===== src/rtl/button_pkg.sv =====
// button_pkg: shared states, default timing and channel indices for the button conditioner
package button_pkg;
  typedef enum logic [1:0] {IDLE, PRESS_WAIT, HELD, RELEASE_WAIT} btn_state_t;
  localparam int DEF_DEBOUNCE_CYCLES = 500000;
  localparam int DEF_REPEAT_DELAY = 25000000;
  localparam int DEF_REPEAT_PERIOD = 10000000;
  localparam logic [3:0] DEF_REPEAT_MASK = 4'b0111;
  localparam int BTN_DIGIT0 = 0;
  localparam int BTN_DIGIT1 = 1;
  localparam int BTN_DIGIT2 = 2;
  localparam int BTN_CONFIRM = 3;
  function automatic int max3(input int a, input int b, input int c);
    int m;
    m = a > b ? a : b;
    return m > c ? m : c;
  endfunction
endpackage


===== src/rtl/debounce_channel.sv =====
// debounce_channel: synchronize, debounce and edge-detect one active-low button with optional auto-repeat
module debounce_channel
  import button_pkg::*;
#(
  parameter int DEBOUNCE_CYCLES = DEF_DEBOUNCE_CYCLES,
  parameter int REPEAT_DELAY = DEF_REPEAT_DELAY,
  parameter int REPEAT_PERIOD = DEF_REPEAT_PERIOD,
  parameter bit REPEAT_EN = 1'b0
) (
  input  logic clk,
  input  logic rst,
  input  logic btn_n,
  output logic press_pulse,
  output logic held
);
  localparam int W = $clog2(max3(DEBOUNCE_CYCLES, REPEAT_DELAY, REPEAT_PERIOD) + 1);
  localparam logic [W-1:0] ONE = W'(1);
  localparam logic [W-1:0] DB = W'(DEBOUNCE_CYCLES);
  localparam logic [W-1:0] RD_LAST = W'(REPEAT_DELAY - 1);
  localparam logic [W-1:0] RP_LAST = W'(REPEAT_PERIOD - 1);
  btn_state_t state;
  logic [1:0] sync_q;
  logic [W-1:0] cnt;
  logic rep;
  logic sync;
  assign sync = sync_q[1];
  // rep selects period mode once the first repeat after the initial delay has fired
  always_ff @(posedge clk or negedge rst)
    if (!rst) begin
      sync_q <= 2'b11;
      state <= IDLE;
      cnt <= '0;
      rep <= 1'b0;
      press_pulse <= 1'b0;
      held <= 1'b0;
    end else begin
      sync_q <= {sync_q[0], btn_n};
      press_pulse <= 1'b0;
      case (state)
        IDLE:
          if (!sync) begin
            state <= PRESS_WAIT;
            cnt <= ONE;
          end
        PRESS_WAIT:
          if (sync) begin
            state <= IDLE;
            cnt <= '0;
          end else if (cnt == DB) begin
            state <= HELD;
            press_pulse <= 1'b1;
            held <= 1'b1;
            cnt <= '0;
            rep <= 1'b0;
          end else cnt <= cnt + ONE;
        HELD:
          if (sync) begin
            state <= RELEASE_WAIT;
            cnt <= ONE;
          end else if (REPEAT_EN) begin
            if (cnt == (rep ? RP_LAST : RD_LAST)) begin
              press_pulse <= 1'b1;
              cnt <= '0;
              rep <= 1'b1;
            end else cnt <= cnt + ONE;
          end
        RELEASE_WAIT:
          if (!sync) begin
            state <= HELD;
            cnt <= '0;
            rep <= 1'b0;
          end else if (cnt == DB) begin
            state <= IDLE;
            held <= 1'b0;
            cnt <= '0;
          end else cnt <= cnt + ONE;
      endcase
    end
endmodule


===== src/rtl/button_conditioner.sv =====
// button_conditioner: per-button debounce/auto-repeat channels plus an any-held summary
module button_conditioner
  import button_pkg::*;
#(
  parameter int N_BUTTONS = 4,
  parameter int DEBOUNCE_CYCLES = DEF_DEBOUNCE_CYCLES,
  parameter int REPEAT_DELAY = DEF_REPEAT_DELAY,
  parameter int REPEAT_PERIOD = DEF_REPEAT_PERIOD,
  parameter logic [N_BUTTONS-1:0] REPEAT_MASK = DEF_REPEAT_MASK
) (
  input  logic                 clk,
  input  logic                 rst,
  input  logic [N_BUTTONS-1:0] btn_n,
  output logic [N_BUTTONS-1:0] press_pulse,
  output logic [N_BUTTONS-1:0] held,
  output logic                 any_held
);
  for (genvar i = 0; i < N_BUTTONS; i++) begin : g_ch
    debounce_channel #(
      .DEBOUNCE_CYCLES(DEBOUNCE_CYCLES),
      .REPEAT_DELAY(REPEAT_DELAY),
      .REPEAT_PERIOD(REPEAT_PERIOD),
      .REPEAT_EN(REPEAT_MASK[i])
    ) u_ch (
      .clk(clk),
      .rst(rst),
      .btn_n(btn_n[i]),
      .press_pulse(press_pulse[i]),
      .held(held[i])
    );
  end
  assign any_held = |held;
endmodule


===== config.mk =====
export PLATFORM = sky130hd
export DESIGN_NAME = button_conditioner
export DESIGN_NICKNAME = d
export VERILOG_FILES = /design/src/rtl/button_pkg.sv /design/src/rtl/debounce_channel.sv /design/src/rtl/button_conditioner.sv
export SDC_FILE = /design/constraint.sdc
export NUM_CORES = 1
export LEC_CHECK = 0
export CAP_MARGIN = 20
export CORE_ASPECT_RATIO = 0.8
export CORE_UTILIZATION = 60
export CTS_BUF_LIST = sky130_fd_sc_hd__clkbuf_8
export DETAILED_ROUTE_END_ITERATION = 16
export PLACE_DENSITY = 0.81
export SYNTH_ARGS = -nofsm -noshare
export SYNTH_HDL_FRONTEND = slang
export SYNTH_SLANG_ARGS = --single-unit

===== constraint.sdc =====
create_clock -name clk -period 6.7 [get_ports clk]
set_input_delay 1.005 -clock clk [delete_from_list [all_inputs] [get_ports clk]]
set_output_delay 1.005 -clock clk [all_outputs]
set_load 0.02 [all_outputs]

### Yosys cells after proc, flatten, opt, wreduce, memory -nomap -nowiden

Cells that the tools add are included.

| cells by class | value |
|---|---|
| add/subtract/negate cells | 4 |
| muxes and demuxes | 111 |
| eq/ne operators | 60 |
| reduce and logical (&&, ||, !) cells | 24 |

Operator list:

| kind | count |
|---|---|
| $mux W25 | 26 |
| $pmux W25 S4 | 4 |
| $add A25 B1 Y25 const B | 4 |
| $eq A25 B19 Y1 const B | 4 |
| $eq A25 B25 Y1 | 3 |
| $mux W2 | 24 |
| $mux W1 | 43 |
| $ne A2 B1 Y1 const B | 19 |
| $pmux W2 S4 | 4 |
| $ne A2 B2 Y1 const B | 14 |
| $reduce_and A5 Y1 | 4 |
| $reduce_and A6 Y1 | 3 |
| $eq A2 B2 Y1 const B | 8 |
| $reduce_and A4 Y1 | 4 |
| $pmux W1 S2 | 7 |
| $ne A3 B1 Y1 const B | 4 |
| $ne A3 B3 Y1 const B | 4 |
| $pmux W1 S3 | 3 |
| $reduce_bool A3 Y1 | 3 |
| $eq A2 B1 Y1 const B | 4 |
| $logic_not A2 Y1 | 4 |
| $reduce_bool A2 Y1 | 4 |
| $reduce_or A4 Y1 | 1 |
| $reduce_and A2 Y1 | 1 |

| storage, ports and cells | value |
|---|---|
| word-level logic and storage cells | 222 |
| register bits | 127 |
| output and inout bits | 9 |

### Longest topological paths before layout

Gate-level depths: netlist of the first run.

| depth | value |
|---|---|
| depth in word-level cells | 5 |
| depth in mapped cells | 10 |
| gate-level depth less buffers | 8 |

### Modules after synthesis

From an unflattened synthesis of the first run, not the netlist that was laid out.

| unflattened totals | value |
|---|---|
| cell total of the unflattened synthesis | 896 |
| area, all modules | 7940.1 µm² |

By module, submodules not included:

| module | cells each | sequential area each (µm²) | area each (µm²) | times used |
|---|---|---|---|---|
| debounce_channel (g_ch[1].u_ch) | 233 | 803.3 | 2073.2 | 1 |
| debounce_channel (g_ch[0].u_ch) | 239 | 803.3 | 2065.7 | 1 |
| debounce_channel (g_ch[2].u_ch) | 234 | 803.3 | 2063.2 | 1 |
| debounce_channel (g_ch[3].u_ch) | 189 | 778.2 | 1730.4 | 1 |
| button_conditioner | 1 | 0.0 | 7.5 | 1 |

### Worst setup path after synthesis of the first run

Ideal clock, no wire load.

| path | value |
|---|---|
| path type | reg-to-reg |
| start point | register g_ch[1].u_ch.cnt[17] |
| end point | register g_ch[1].u_ch.cnt[4] |
| data arrival time | 2213 ps |
| clock period less this slack | 2337 ps |
| setup time | 124 ps |
| setup slack | 4363 ps |
| cell stages (with the launch flop) | 9 |
| cell sequence | dfrtp_1 > or4b_1 > or4b_4 > nor4b_4 > o22ai_2 > buf_6 > buf_6 > nand3_1 > nand3_1 |

| between the ends | value |
|---|---|
| word-level cells in the longest chain between the ends | 4 |
| elaborated cells between the ends (all ways) | 8 |

Ends and longest elaborated chain:

| what | line | source |
|---|---|---|
| start, declared | debounce_channel.sv:23 | `logic [W-1:0] cnt;` |
| start signal, assigned | debounce_channel.sv:55 | `end else cnt <= cnt + ONE;` |
| start signal, assigned | debounce_channel.sv:65 | `end else cnt <= cnt + ONE;` |
| start signal, assigned | debounce_channel.sv:76 | `end else cnt <= cnt + ONE;` |
| $eq A25 B19 Y1 / $eq A25 B25 Y1 (equally long branches) | debounce_channel.sv:49, debounce_channel.sv:72, debounce_channel.sv:61 |  |
| $mux W25 (on tied branches) | debounce_channel.sv:49, debounce_channel.sv:72, debounce_channel.sv:61 |  |
| $mux W25 (on tied branches) | debounce_channel.sv:68, debounce_channel.sv:46, debounce_channel.sv:57 |  |
| $pmux W25 S4 (*) | debounce_channel.sv:39 | `case (state)` |

Mark *: on every way between the ends. The rest lies on a longest branch, timed or not.
A chain may end at the register's enable or synchronous reset.

### Final worst setup path of the first run

| path | value |
|---|---|
| start point | register g_ch[0].u_ch.held |
| end point | output port any_held |

| between the ends | value |
|---|---|
| word-level cells in the longest chain between the ends | 1 |

Ends and longest elaborated chain:

| what | line | source |
|---|---|---|
| start, declared | debounce_channel.sv:14 | `output logic held` |
| start signal, assigned | debounce_channel.sv:35 | `held <= 1'b0;` |
| start signal, assigned | debounce_channel.sv:52 | `held <= 1'b1;` |
| start signal, assigned | debounce_channel.sv:74 | `held <= 1'b0;` |
| $reduce_or A4 Y1 | button_conditioner.sv:32 | `assign any_held = \|held;` |
| end, declared | button_conditioner.sv:16 | `output logic any_held` |

No other way between the ends.

==> results.cfg, run 1 <==
[setup_path]
crit_fanout = 4
crit_required_ps = 5690
slowest_delay_ps = 550
cp_data_arrival_time_ps = 1930
worst_path_max_delay_cell = clkdlybuf4s50_1
crit_chain = or4_1, clkdlybuf4s50_1
crit_path_end_kind = primary output
worst_setup_path_start_kind = register
path_class = reg -> out

[sta]
slew_violations = 0
fmax_mhz = 340
fin_crit_ps = 2940
min_period_over_period_pct = 43.9
report.final.hold_viol_count = 0
setup_viol = 0
hold_ws_ps = 358
slew_headroom_pct = 32.7
tightest_slew_ps = 1000
rsz0062_at_grt = false
clock_skew_ps = 12.2
finalSetupTns_ps = 0
setup_ws_ps = 3760

[drt]
drtIter0Drc = 573
vias_per_cell = 6.49
drtPass1Iterations = 5
wl_per_cell_um = 16.9
vias = 7079
drc = 0
antenna_left = 0
routed_wl_um = 18400

[pwr]
swShare_pct = 35.6
peakVddDrop_uv = 163
p_leak_nw = 3.42
power_density_mw_per_mm2 = 275
pwr-share-seq_pct = 37.4
power.internal_mw = 1.49
p_clk_share_pct = 33.6
combinationalPowerShare_pct = 29.0
power_mw = 2.31
switchingPower_uw = 821

[global_routing]
met3_usage_pct = 5.58
antenna_found_initial = 0
grtUsageMet2_pct = 45.2
grt_max_degree = 66
grt_pass1_vias = 6695
grtUsageMet1_pct = 40.5
grt-busiest-layer = met2
grt_pass1_wl_um = 31700
grt_overflow = 0
grt_util_all_layers_pct = 29.4

[logic_synthesis]
syn-num-nets = 947
synth.most_common_cell = nand2_1
synth.avg_cell_area_um2 = 8.47
synthTopCellsByArea = dfrtp_1, nand2_1, o21ai_0
yosysSeqAreaShare_pct = 41.0
ys_ff_latch = 127
synth_top_area_share_pct = 38.3
synth_top_cell_by_area = dfrtp_1
synth_warnings = 0
netlist-cell-type-count = 74
synth_edf_count = 0
ys.flop_type = dfrtp_1
netlist_top_cells_count = nand2_1, dfrtp_1, o21ai_0
postSynthCellCount = 918
syn_area_mm2 = 0.00778
async_flop_share_pct = 100

[cts]
cts_max_path_buffers = 2
post_cts_resize_count = 0
cts-buffers-inserted = 17
htreeDepth = 4
clk_pin_slew_ps = 70
cts_sinks = 127
clock_tree.root_cell = clkbuf_8
cts_tree = done
cts_hold_buf = 0
clock_latency_ps = 450
cts_setup_buffers = 0

[cells_and_area]
nets = 936
drive_gt1_share_pct = 6.63
syn_to_final_growth_pct = 7.98
num-fill-cells = 1012
antenna_cells = 0
utilization_pct = 67.8

[die]
pin_count = 15
die_area_mm2 = 0.0134
core_area_mm2 = 0.0124
start_util_pct = 62.8
dieHeight_um = 104
num_rows = 36
die-width_um = 129

[placed_design]
gp_congestion = 0.975
pre_cts_ws_ps = 3960
place_hpwl_um = 12400
io_buffer_count = 14

[outcome]
status = completed

[hold_path]
hp-class = reg -> reg

[flow_run]
maxCapViolCount = 0
-- path summary, 6_finish.rpt --
kind,depth (start not counted),slack (ps),to,from
worst max-delay path,2,3760,any_held,g_ch[0].u_ch.held
worst min-delay path,0,360,g_ch[2].u_ch.sync_q[1],g_ch[2].u_ch.sync_q[0]
worst max register to register,5,3920,g_ch[2].u_ch.cnt[8],g_ch[2].u_ch.cnt[21]
worst min register to register,0,360,g_ch[2].u_ch.sync_q[1],g_ch[2].u_ch.sync_q[0]
max in group asynchronous,2,4880,g_ch[1].u_ch.cnt[4],rst
min in group asynchronous,1,550,g_ch[1].u_ch.cnt[10],rst
-- power by group through the flow --
stage	clock, mW	sequential, mW	combinational [mW]
global placement	0	0.873	0.608
detailed placement	0	0.878	0.640
global route	0.822	0.873	0.755
floorplan	0	0.862	0.517
CTS	0.788	0.864	0.647
finish	0.776	0.865	0.669
-- layer usage --
metal  part of all wire, %  wire length, um
met5                     0                0
met2                    47             8570
met4                   2.3              429
met1                    45             8240
met3                   6.3             1160
-- registers in the layout, summed over array words and instances (netlist names), named ones only --
register and flops:
g_ch.u_ch.press_pulse 4, g_ch.u_ch.sync_q 8, g_ch.u_ch.cnt 100, g_ch.u_ch.rep 3, g_ch.u_ch.state 4, g_ch.u_ch.held 4
-- cell type report --
cell class	count	area, um^2	area share (%)
Timing Repair Buffer	19	186	2.22
Tap cell	171	214	2.55
Sequential cell	127	3190	38.0
Inverter	34	128	1.52
Clock buffer	19	262	3.11
Multi-Input combinational cell	708	4220	50.3
Clock inverter	13	196	2.34
-- cells by family (layout without fill, tap and decap cells) --
logic type,after synthesis,after routing,synth area share [%]
buffers and inverters,83,85,4.79
adders and majority gates,23,23,3.70
xor gates and xnor gates,10,10,1.13
muxes,20,20,2.62
AOI/OAI and AO/OA,224,224,18.1
DFF,127,127,41.0
and+or+nand+nor,431,431,28.6
-- critical path: cells and delay by family, from the launching register on --
| kind | cells | cell delay [ps] |
|---|---|---|
| flip-flops | 1 | 440 |
| buffers and inverters | 1 | 550 |
| AND/OR/NAND/NOR | 1 | 510 |
-- per-stage QoR --
step	cells	area [um^2]
floorplan	918	7780
global placement	1057	7920
detailed placement	1057	7920
CTS	1089	8370
global route	1091	8400
finish	1091	8400
-- cells in the final DEF (no fill, tap or decap), types with 22 or more instances in the layout --
cell type / count
o21ai_0: 84
nor3_1: 22
a31oi_1: 30
nand3_1: 61
inv_1: 37
ha_1: 23
nor2_1: 68
nand2_1: 138
dfrtp_1: 119
a21oi_1: 30
nand4_1: 27
Note: power is estimated with default switching activity, not from simulation.
==> run 2: changes to the inputs <==
==> constraint.sdc (replaced) <==
create_clock -name clk -period 2.81 [get_ports clk]
set_input_delay 0.4215 -clock clk [delete_from_list [all_inputs] [get_ports clk]]
set_output_delay 0.4215 -clock clk [all_outputs]
set_load 0.02 [all_outputs]
==> run 2 against run 1 <==
  * Critical path depth up 4
  * Non-clock buffer count up 25
  * Hold slack worse by 2.1 ps
  * Wire length up 3.1%
  * Sequential power up 140%
  * Core utilization up 1.6 points
  * Combinational power rose to 2.5 times the previous value
  * Die area unchanged
  * Clock-buffer cell count down 2
  * Critical endpoint is now g_ch[0].u_ch.cnt[9]
  * Largest power group unchanged
==> results.cfg, run 2 (synthesis gave the netlist of run 1 again) <==
[outcome]
status = completed

[setup_path]
timing.rr.end = g_ch[0].u_ch.cnt[9]
path_class = reg -> reg
worst_setup_path_start_kind = register
cp_data_arrival_time_ps = 2960
crit_required_ps = 3140
r2r_setup_slack_ps = 170
rr_worst_depth = 6
crit_fanout = 17
crit_path_end_kind = register
r2r-start = g_ch[0].u_ch.cnt[8]
critPathLaunch = g_ch[0].u_ch.cnt[8]

[die]
start_util_pct = 62.8
die-width_um = 129
pin_count = 15
dieHeight_um = 104
die_area_mm2 = 0.0134
core_area_mm2 = 0.0124
num_rows = 36

[sta]
fmax_mhz = 379
tightest_slew_ps = 927
fin_crit_ps = 2640
clock_skew_ps = 16.5
slew_headroom_pct = 38.0
report.final.hold_viol_count = 0
slew_violations = 0
min_period_over_period_pct = 93.8
setup_viol = 0
finalSetupTns_ps = 0
setup_ws_ps = 174
hold_ws_ps = 355
rsz0062_at_grt = false

[cts]
htreeDepth = 4
clock_tree.root_cell = clkbuf_8
cts_sinks = 127
clk_pin_slew_ps = 80
clock_latency_ps = 440
cts_max_path_buffers = 2
cts_tree = done
post_cts_resize_count = 0
cts-buffers-inserted = 17

[placed_design]
io_buffer_count = 14
pre_cts_ws_ps = 219
gp_congestion = 0.917
place_hpwl_um = 12800
post-place-cells = 1080

[hold_path]
hp-class = reg -> reg
min_to = g_ch[1].u_ch.sync_q[1]
holdCritStartpoint = g_ch[1].u_ch.sync_q[0]
min_path_cells = 0

[cells_and_area]
mostFrequentLayoutCell = nand2_1
syn_to_final_growth_pct = 10.6
antenna_cells = 0
drive_gt1_share_pct = 9.10
utilization_pct = 69.4
largest_reg_flops = 100
final_cell_count_no_fill = 1116
reg_top3 = g_ch.u_ch.cnt x100, g_ch.u_ch.sync_q x8
final_cell_mix = nand2_1, dfrtp_1, o21ai_0
largest-register = g_ch.u_ch.cnt
nets = 961

[pwr]
swShare_pct = 35.6
p_leak_nw = 3.53
combinationalPowerShare_pct = 30.4
peakVddDrop_uv = 353
switchingPower_mw = 1.99
power.internal_mw = 3.60
pwr-share-seq_pct = 36.8
p_clk_share_pct = 32.8
power_density_mw_per_mm2 = 650

[drt]
drtPass1Iterations = 7
routed_wl_um = 19000
drtIter0Drc = 767
vias_per_cell = 6.39
wl_per_cell_um = 17.0
vias = 7136
antenna_left = 0
drc = 0

[global_routing]
grt_pass1_vias = 6493
antenna_found_initial = 0
grt_max_degree = 97
grt_overflow = 0
grt_util_all_layers_pct = 29.6
grt_pass1_wl_um = 31700

[flow_run]
maxCapViolCount = 0
==> run 2: repair_timing <==
item / 4_1_cts / 5_1_grt
hold buffers: 1 / 0
setup endpoints to repair: 0 / 1
setup buffers: 0 / 3
hold endpoints to repair: 31 / 0
==> run 2: how the worst max path moves through the flow <==
| stage | to | slack, ps | cells after the start |
|---|---|---|---|
| 2_1_floorplan | g_ch[1].u_ch.cnt[4] | 470 | 8 |
| 3_3_place_gp | g_ch[0].u_ch.cnt[12] | 180 | 7 |
| 3_5_place_dp | g_ch[0].u_ch.cnt[12] | 220 | 7 |
| 4_1_cts | g_ch[0].u_ch.cnt[12] | 180 | 7 |
| 5_1_grt | g_ch[0].u_ch.cnt[9] | 40 | 6 |
| 6_report | g_ch[0].u_ch.cnt[9] | 170 | 6 |
==> run 2: cell type report <==
cell class,instances,area [um^2]
tap,171,214
timing repair buffer,44,394
clock buffer,17,234
sequential,127,3190
inverter,34,128
clock inverter,15,219
multi-input combinational,708,4220
fill,953,3790
==> run 2: power groups by stage <==
| stage | logic [mW] | registers [mW] | clock network, mW |
|---|---|---|---|
| after detailed placement | 1.60 | 2.09 | 0 |
| after global routing | 1.88 | 2.08 | 1.94 |
| after floorplan | 1.23 | 2.06 | 0 |
| after CTS | 1.61 | 2.05 | 1.85 |
| after global placement | 1.54 | 2.08 | 0 |
| final | 1.70 | 2.06 | 1.83 |
==> run 2: metal layers <==
layer | up-vias | track usage, % | wire length, um
li1 | 3384 | - | -
met1 | 3426 | 42.4 | 8440
met2 | 296 | 45.3 | 8860
met3 | 30 | 4.29 | 1330
met4 | 0 | 11.2 | 346
met5 | - | 0 | 0
==> run 2: critical path: stages (launching register included) <==
cell       delay [ps]
dfrtp_1           480
nand4bb_1         320
nor4b_1           440
nand4_1           350
a22o_1            540
a21oi_1           220
o21ba_2           170
==> run 2: stage by stage <==
step,instance area (um^2),power (mW)
after floorplan,7780,3.29
after global placement,8100,3.63
after detailed placement,8100,3.69
final,8600,5.59
after global routing,8600,5.90
after CTS,8560,5.52
==> RTL change 1, RTL diff (config.mk and constraints of run 2) <==
The parameter `N_BUTTONS` goes from 4 to 8.
--- a/src/rtl/button_conditioner.sv
+++ b/src/rtl/button_conditioner.sv
@@ -4,3 +4,3 @@
 #(
-  parameter int N_BUTTONS = 4,
+  parameter int N_BUTTONS = 8,
   parameter int DEBOUNCE_CYCLES = DEF_DEBOUNCE_CYCLES,
Interface: changed (resized btn_n, held and press_pulse); port bits go from 15 to 27. No check against the original RTL was run, so the function may have changed too.
==> RTL change 1 against run 2 <==
  * Sequential cell count increased by 124
  * Largest cell class unchanged
  * Critical path depth shrank 3
  * Synthesized area increased by 87%
  * Core utilization shrank 1.5 points
  * Final area rose by 86%
  * Routed wire length is 81% higher
  * Sequential power increased by 95%
  * Die area is 85% higher
  * Setup slack got worse by 55 ps
  * Power is 73% higher
==> RTL change 1: results (changes against run 2) <==
- The clock latency on the worst-skew pair is 540 ps (was 440 ps).
- The half-perimeter wire length after detailed placement was 23,200 um (was 12,800 um).
- The power drawn by the combinational cells is 2.41 mW (was 1.70 mW).
- Leading cell types by count after synthesis: sky130_fd_sc_hd__dfrtp_1 (235), sky130_fd_sc_hd__o21ai_0 (230), sky130_fd_sc_hd__nand2_1 (178), sky130_fd_sc_hd__nor2_1 (92), sky130_fd_sc_hd__nand3_1 (90) (was sky130_fd_sc_hd__nand2_1 (138), sky130_fd_sc_hd__dfrtp_1 (119), sky130_fd_sc_hd__o21ai_0 (84), sky130_fd_sc_hd__nor2_1 (68), sky130_fd_sc_hd__nand3_1 (61)).
- The power drawn by the clock network came to 3.24 mW (was 1.83 mW).
- The top-area cell type share of the netlist area was 0.404 (was 0.383).
- The wire length reported by the detailed router is 34,400 um (was 19,000 um).
- Registers with the most flip-flops: g_ch.u_ch.cnt x200, g_ch.u_ch.sync_q x16 (was g_ch.u_ch.cnt x100, g_ch.u_ch.sync_q x8).
- The post-route non-filler standard cell count is 2,023 (was 1,116).
- The synthesized-area fraction occupied by ao, oa, aoi and oai cells is 0.234 (was 0.181).
- The fraction of final layout cells sized beyond drive strength 1 is 0.0947 (was 0.0910).
- The actual transition at the worst max-transition pin was 828 ps (was 927 ps).
- The clock skew after layout was 23.3 ps (was 16.5 ps).
- The number of global-route vias before repair was 12,300 (was 6,493).
- The highest ir drop seen on vdd was 588 uV (was 353 uV).
- The pin count of the biggest net entering global routing came to 73 (was 97).
- The total CTS buffers is 42 (was 17).
- The setup slack after placement is 109 ps (was 219 ps).
- The part of the power in combinational logic came to 0.250 (was 0.304).
- The global placer's final weighted congestion is 0.887 (was 0.917).
- Synth top area cells: sky130_fd_sc_hd__dfrtp_1 (40%), sky130_fd_sc_hd__o21ai_0 (7.9%), sky130_fd_sc_hd__nand2_1 (4.6%) (was sky130_fd_sc_hd__dfrtp_1 (38%), sky130_fd_sc_hd__nand2_1 (6.7%), sky130_fd_sc_hd__o21ai_0 (5.4%)).
- The post-placement cell area was 15,100 um2 (was 8100 um2).
- The number of buffers inserted by port buffering was 26 (was 14).
- The wire length of the first global-routing pass was 59,100 um (was 31,700 um).
- The slowest cell on the critical path is sky130_fd_sc_hd__nor4_1 (was sky130_fd_sc_hd__a22o_1).
- The number of instances in the placed design was 1,942 (was 1,080).
- The area share of xor/xnor cells in the synthesized design is 0.00783 (was 0.0113).
- The largest fanout on the critical path was 4 (was 17).
- The internal power summed over all cells came to 6.39 mW (was 3.60 mW).
- The number of buffers on the longest clock path was 3 (was 2).
- The number of unique standard cell types used by synthesis was 85 (was 74).
- The number of violations reported at the end of detailed-routing iteration 0 is 1,384 (was 767).
- The global-route usage over all layers is 0.282 (was 0.296).
- The clock transition at the register clock pins on the worst setup and hold paths after CTS is 60 ps (was 80 ps).
- The detailed-route vias per instance is 6.47 (was 6.39).
- Run status: completed (unchanged).
- The standby leakage power is 6.57 nW (was 3.53 nW).
- The share of synthesized area occupied by flip-flops and latches was 0.433 (was 0.410).
- The worst endpoint data arrival time is 2270 ps (was 2960 ps).
==> RTL change 1: cell types whose count changed in the layout (fill, tap and decap cells not counted), sizes merged, moves of 23 or more <==
cell	before	now
nand2	138	178
and3	15	52
a31oi	30	53
o31ai	12	44
nand4	27	70
nor2	68	93
clkbuf	17	56
o21ai	90	243
inv	37	72
nand3	61	90
dfrtp	119	235
==> RTL change 1: what timing repair did <==
| item | in CTS | in global routing |
|---|---|---|
| buffers inserted | 0 | 0 |
| endpoints found under the setup margin | 0 | 9 |
| hold endpoints to repair | 61 | 0 |
| gates resized for setup | 0 | 1 |
| hold buffers | 1 | 0 |
==> RTL change 1: routing by layer <==
layer / share of wire / track usage / vias to the layer above
met5: 0 / 0 / -
met4: 0.013 / 0.0641 / 0
met3: 0.061 / 0.0439 / 55
met2: 0.45 / 0.435 / 405
met1: 0.48 / 0.418 / 6335
li1: - / - / 6293
==> RTL change 1: worst paths after layout <==
kind	startpoint	to	slack (ps)	cells after the start
setup / recovery	g_ch[1].u_ch.held	any_held	120	3
hold / removal	btn_n[5]	g_ch[5].u_ch.sync_q[0]	290	1
setup reg to reg	g_ch[0].u_ch.cnt[21]	g_ch[0].u_ch.cnt[5]	240	7
hold reg to reg	g_ch[2].u_ch.sync_q[0]	g_ch[2].u_ch.sync_q[1]	350	0
max in group asynchronous	rst	g_ch[4].u_ch.sync_q[0]	1470	3
min in group asynchronous	rst	g_ch[5].u_ch.cnt[7]	420	2
==> RTL change 1: layout make-up <==
cell class              instances  area [um2]
multi-input cells            1257        7620
fillers                      1876        7560
clock inverters                22        85.1
clock buffers                  56         771
well taps                     312         390
flip-flops and latches        251        6300
inverters                      52         195
repair buffers                 73         662
==> RTL change 2, RTL diff (settings of run 2) <==
Without the edit above. Make the reset (`rst`) synchronous in one clocked block.
--- a/src/rtl/debounce_channel.sv
+++ b/src/rtl/debounce_channel.sv
@@ -27,3 +27,3 @@
   // rep selects period mode once the first repeat after the initial delay has fired
-  always_ff @(posedge clk or negedge rst)
+  always_ff @(posedge clk)
     if (!rst) begin
Behaviour: same outputs for any inputs over 4 cycles, from zero or initial values and one cycle with rst low; that may be too few to reach the edited logic, so the function may still have changed.
==> RTL change 2 against run 2 <==
  * Critical path type unchanged
  * Routed wire length fell by 11%
  * Final area fell by 9.5%
  * Synthesized area fell by 10%
  * Sequential cell count did not move
  * Setup slack got worse by 51 ps
  * Die area fell by 10%
  * Hold slack improved by 54 ps
Power is not compared: it rests on default switching activity, and its combinational part moved more than twofold at a synthesized area within 25%.
==> RTL change 2: results (changes against run 2) <==
- Run status: completed (unchanged).
- The synthesized-area fraction occupied by ao, oa, aoi and oai cells is 0.173 (was 0.181).
- The slowest cell on the critical path is sky130_fd_sc_hd__or4b_1 (was sky130_fd_sc_hd__a22o_1).
- The share of flip-flops with an asynchronous set or reset after synthesis is 0 (was 1.00).
- The worst endpoint data arrival time is 3020 ps (was 2960 ps).
- The global-route usage over all layers came to 0.293 (was 0.296).
- The post-synth net total is 895 (was 947).
- The fraction of synthesized area in multiplexers is 0.00898 (was 0.0262).
- The half-perimeter wire length after detailed placement is 11,800 um (was 12,800 um).
- The number of instances in the placed design is 1,016 (was 1,080).
- The root cell of the clock tree is sky130_fd_sc_hd__clkbuf_8 (unchanged).
- The pin count of the biggest net entering global routing is 26 (was 97).
- The number of violations reported at the end of detailed-routing iteration 0 was 789 (was 767).
- The setup slack after placement is -3.54 ps (was 219 ps).
- The worst slew margin relative to its limit came to 0.572 (was 0.380).
- The fraction of final layout cells sized beyond drive strength 1 is 0.0962 (was 0.0910).
- The layout net count came to 920 (was 961).
- The share of synthesized area occupied by flip-flops and latches is 0.365 (was 0.410).
- The largest fanout on the critical path came to 19 (was 17).
- The fraction of the mapped netlist area in adder cells is 0.0413 (was 0.0370).
- The global placer's final weighted congestion is 0.917 (about the same).
- The post-synthesis area per instance came to 8.04 um2 (was 8.47 um2).
- The worst hold slack is 409 ps (was 355 ps).
- The number of resized instances in the post-cts repair step was 1 (was 0).
- The fmax is 0.372 GHz (was 0.379 GHz).
- The number of detailed-routing iterations run before antenna repair was 5 (was 7).
- Leading cell types by count after synthesis: sky130_fd_sc_hd__dfxtp_1 (127), sky130_fd_sc_hd__nand2_1 (91), sky130_fd_sc_hd__nand3_1 (75), sky130_fd_sc_hd__nor2_1 (64), sky130_fd_sc_hd__o21ai_0 (47) (was sky130_fd_sc_hd__nand2_1 (138), sky130_fd_sc_hd__dfrtp_1 (119), sky130_fd_sc_hd__o21ai_0 (84), sky130_fd_sc_hd__nor2_1 (68), sky130_fd_sc_hd__nand3_1 (61)).
- Synth top area cells: sky130_fd_sc_hd__dfxtp_1 (36%), sky130_fd_sc_hd__nand3_1 (5.4%), sky130_fd_sc_hd__nand2_1 (4.9%) (was sky130_fd_sc_hd__dfrtp_1 (38%), sky130_fd_sc_hd__nand2_1 (6.7%), sky130_fd_sc_hd__o21ai_0 (5.4%)).
- The area share of xor/xnor cells in the synthesized design is 0.0390 (was 0.0113).
- The post-placement cell area is 7350 um2 (was 8100 um2).
- The wire length of the first global-routing pass is 28,600 um (was 31,700 um).
- The vias after detailed routing is 6,665 (was 7,136).
- The worst reg-to-reg setup slack was 120 ps (was 170 ps).
==> RTL change 2: worst paths after layout <==
check,startpoint,end,cells past startpoint
setup / recovery,g_ch[2].u_ch.cnt[21],g_ch[2].u_ch.cnt[5],7
hold / removal,g_ch[2].u_ch.sync_q[0],g_ch[2].u_ch.sync_q[1],1
setup reg to reg,g_ch[2].u_ch.cnt[21],g_ch[2].u_ch.cnt[5],7
hold reg to reg,g_ch[2].u_ch.sync_q[0],g_ch[2].u_ch.sync_q[1],1
==> RTL change 2: cell type report <==
class / count / area [um2]
inverters: 43 / 161
flip-flops and latches: 127 / 2540
clock inverters: 12 / 134
clock buffers: 20 / 275
repair buffers: 46 / 393
fillers: 887 / 3320
multi-input cells: 656 / 4100
well taps: 144 / 180
==> RTL change 2: layer usage <==
layer  wire [um]  track usage  vias to the layer above  share of wire
met2        7800        0.458                      228           0.46
met5           0            0                        -              0
li1            -            -                     3219              -
met4         216       0.0976                        0          0.013
met1        7780        0.404                     3192           0.46
met3        1090       0.0584                       26          0.064
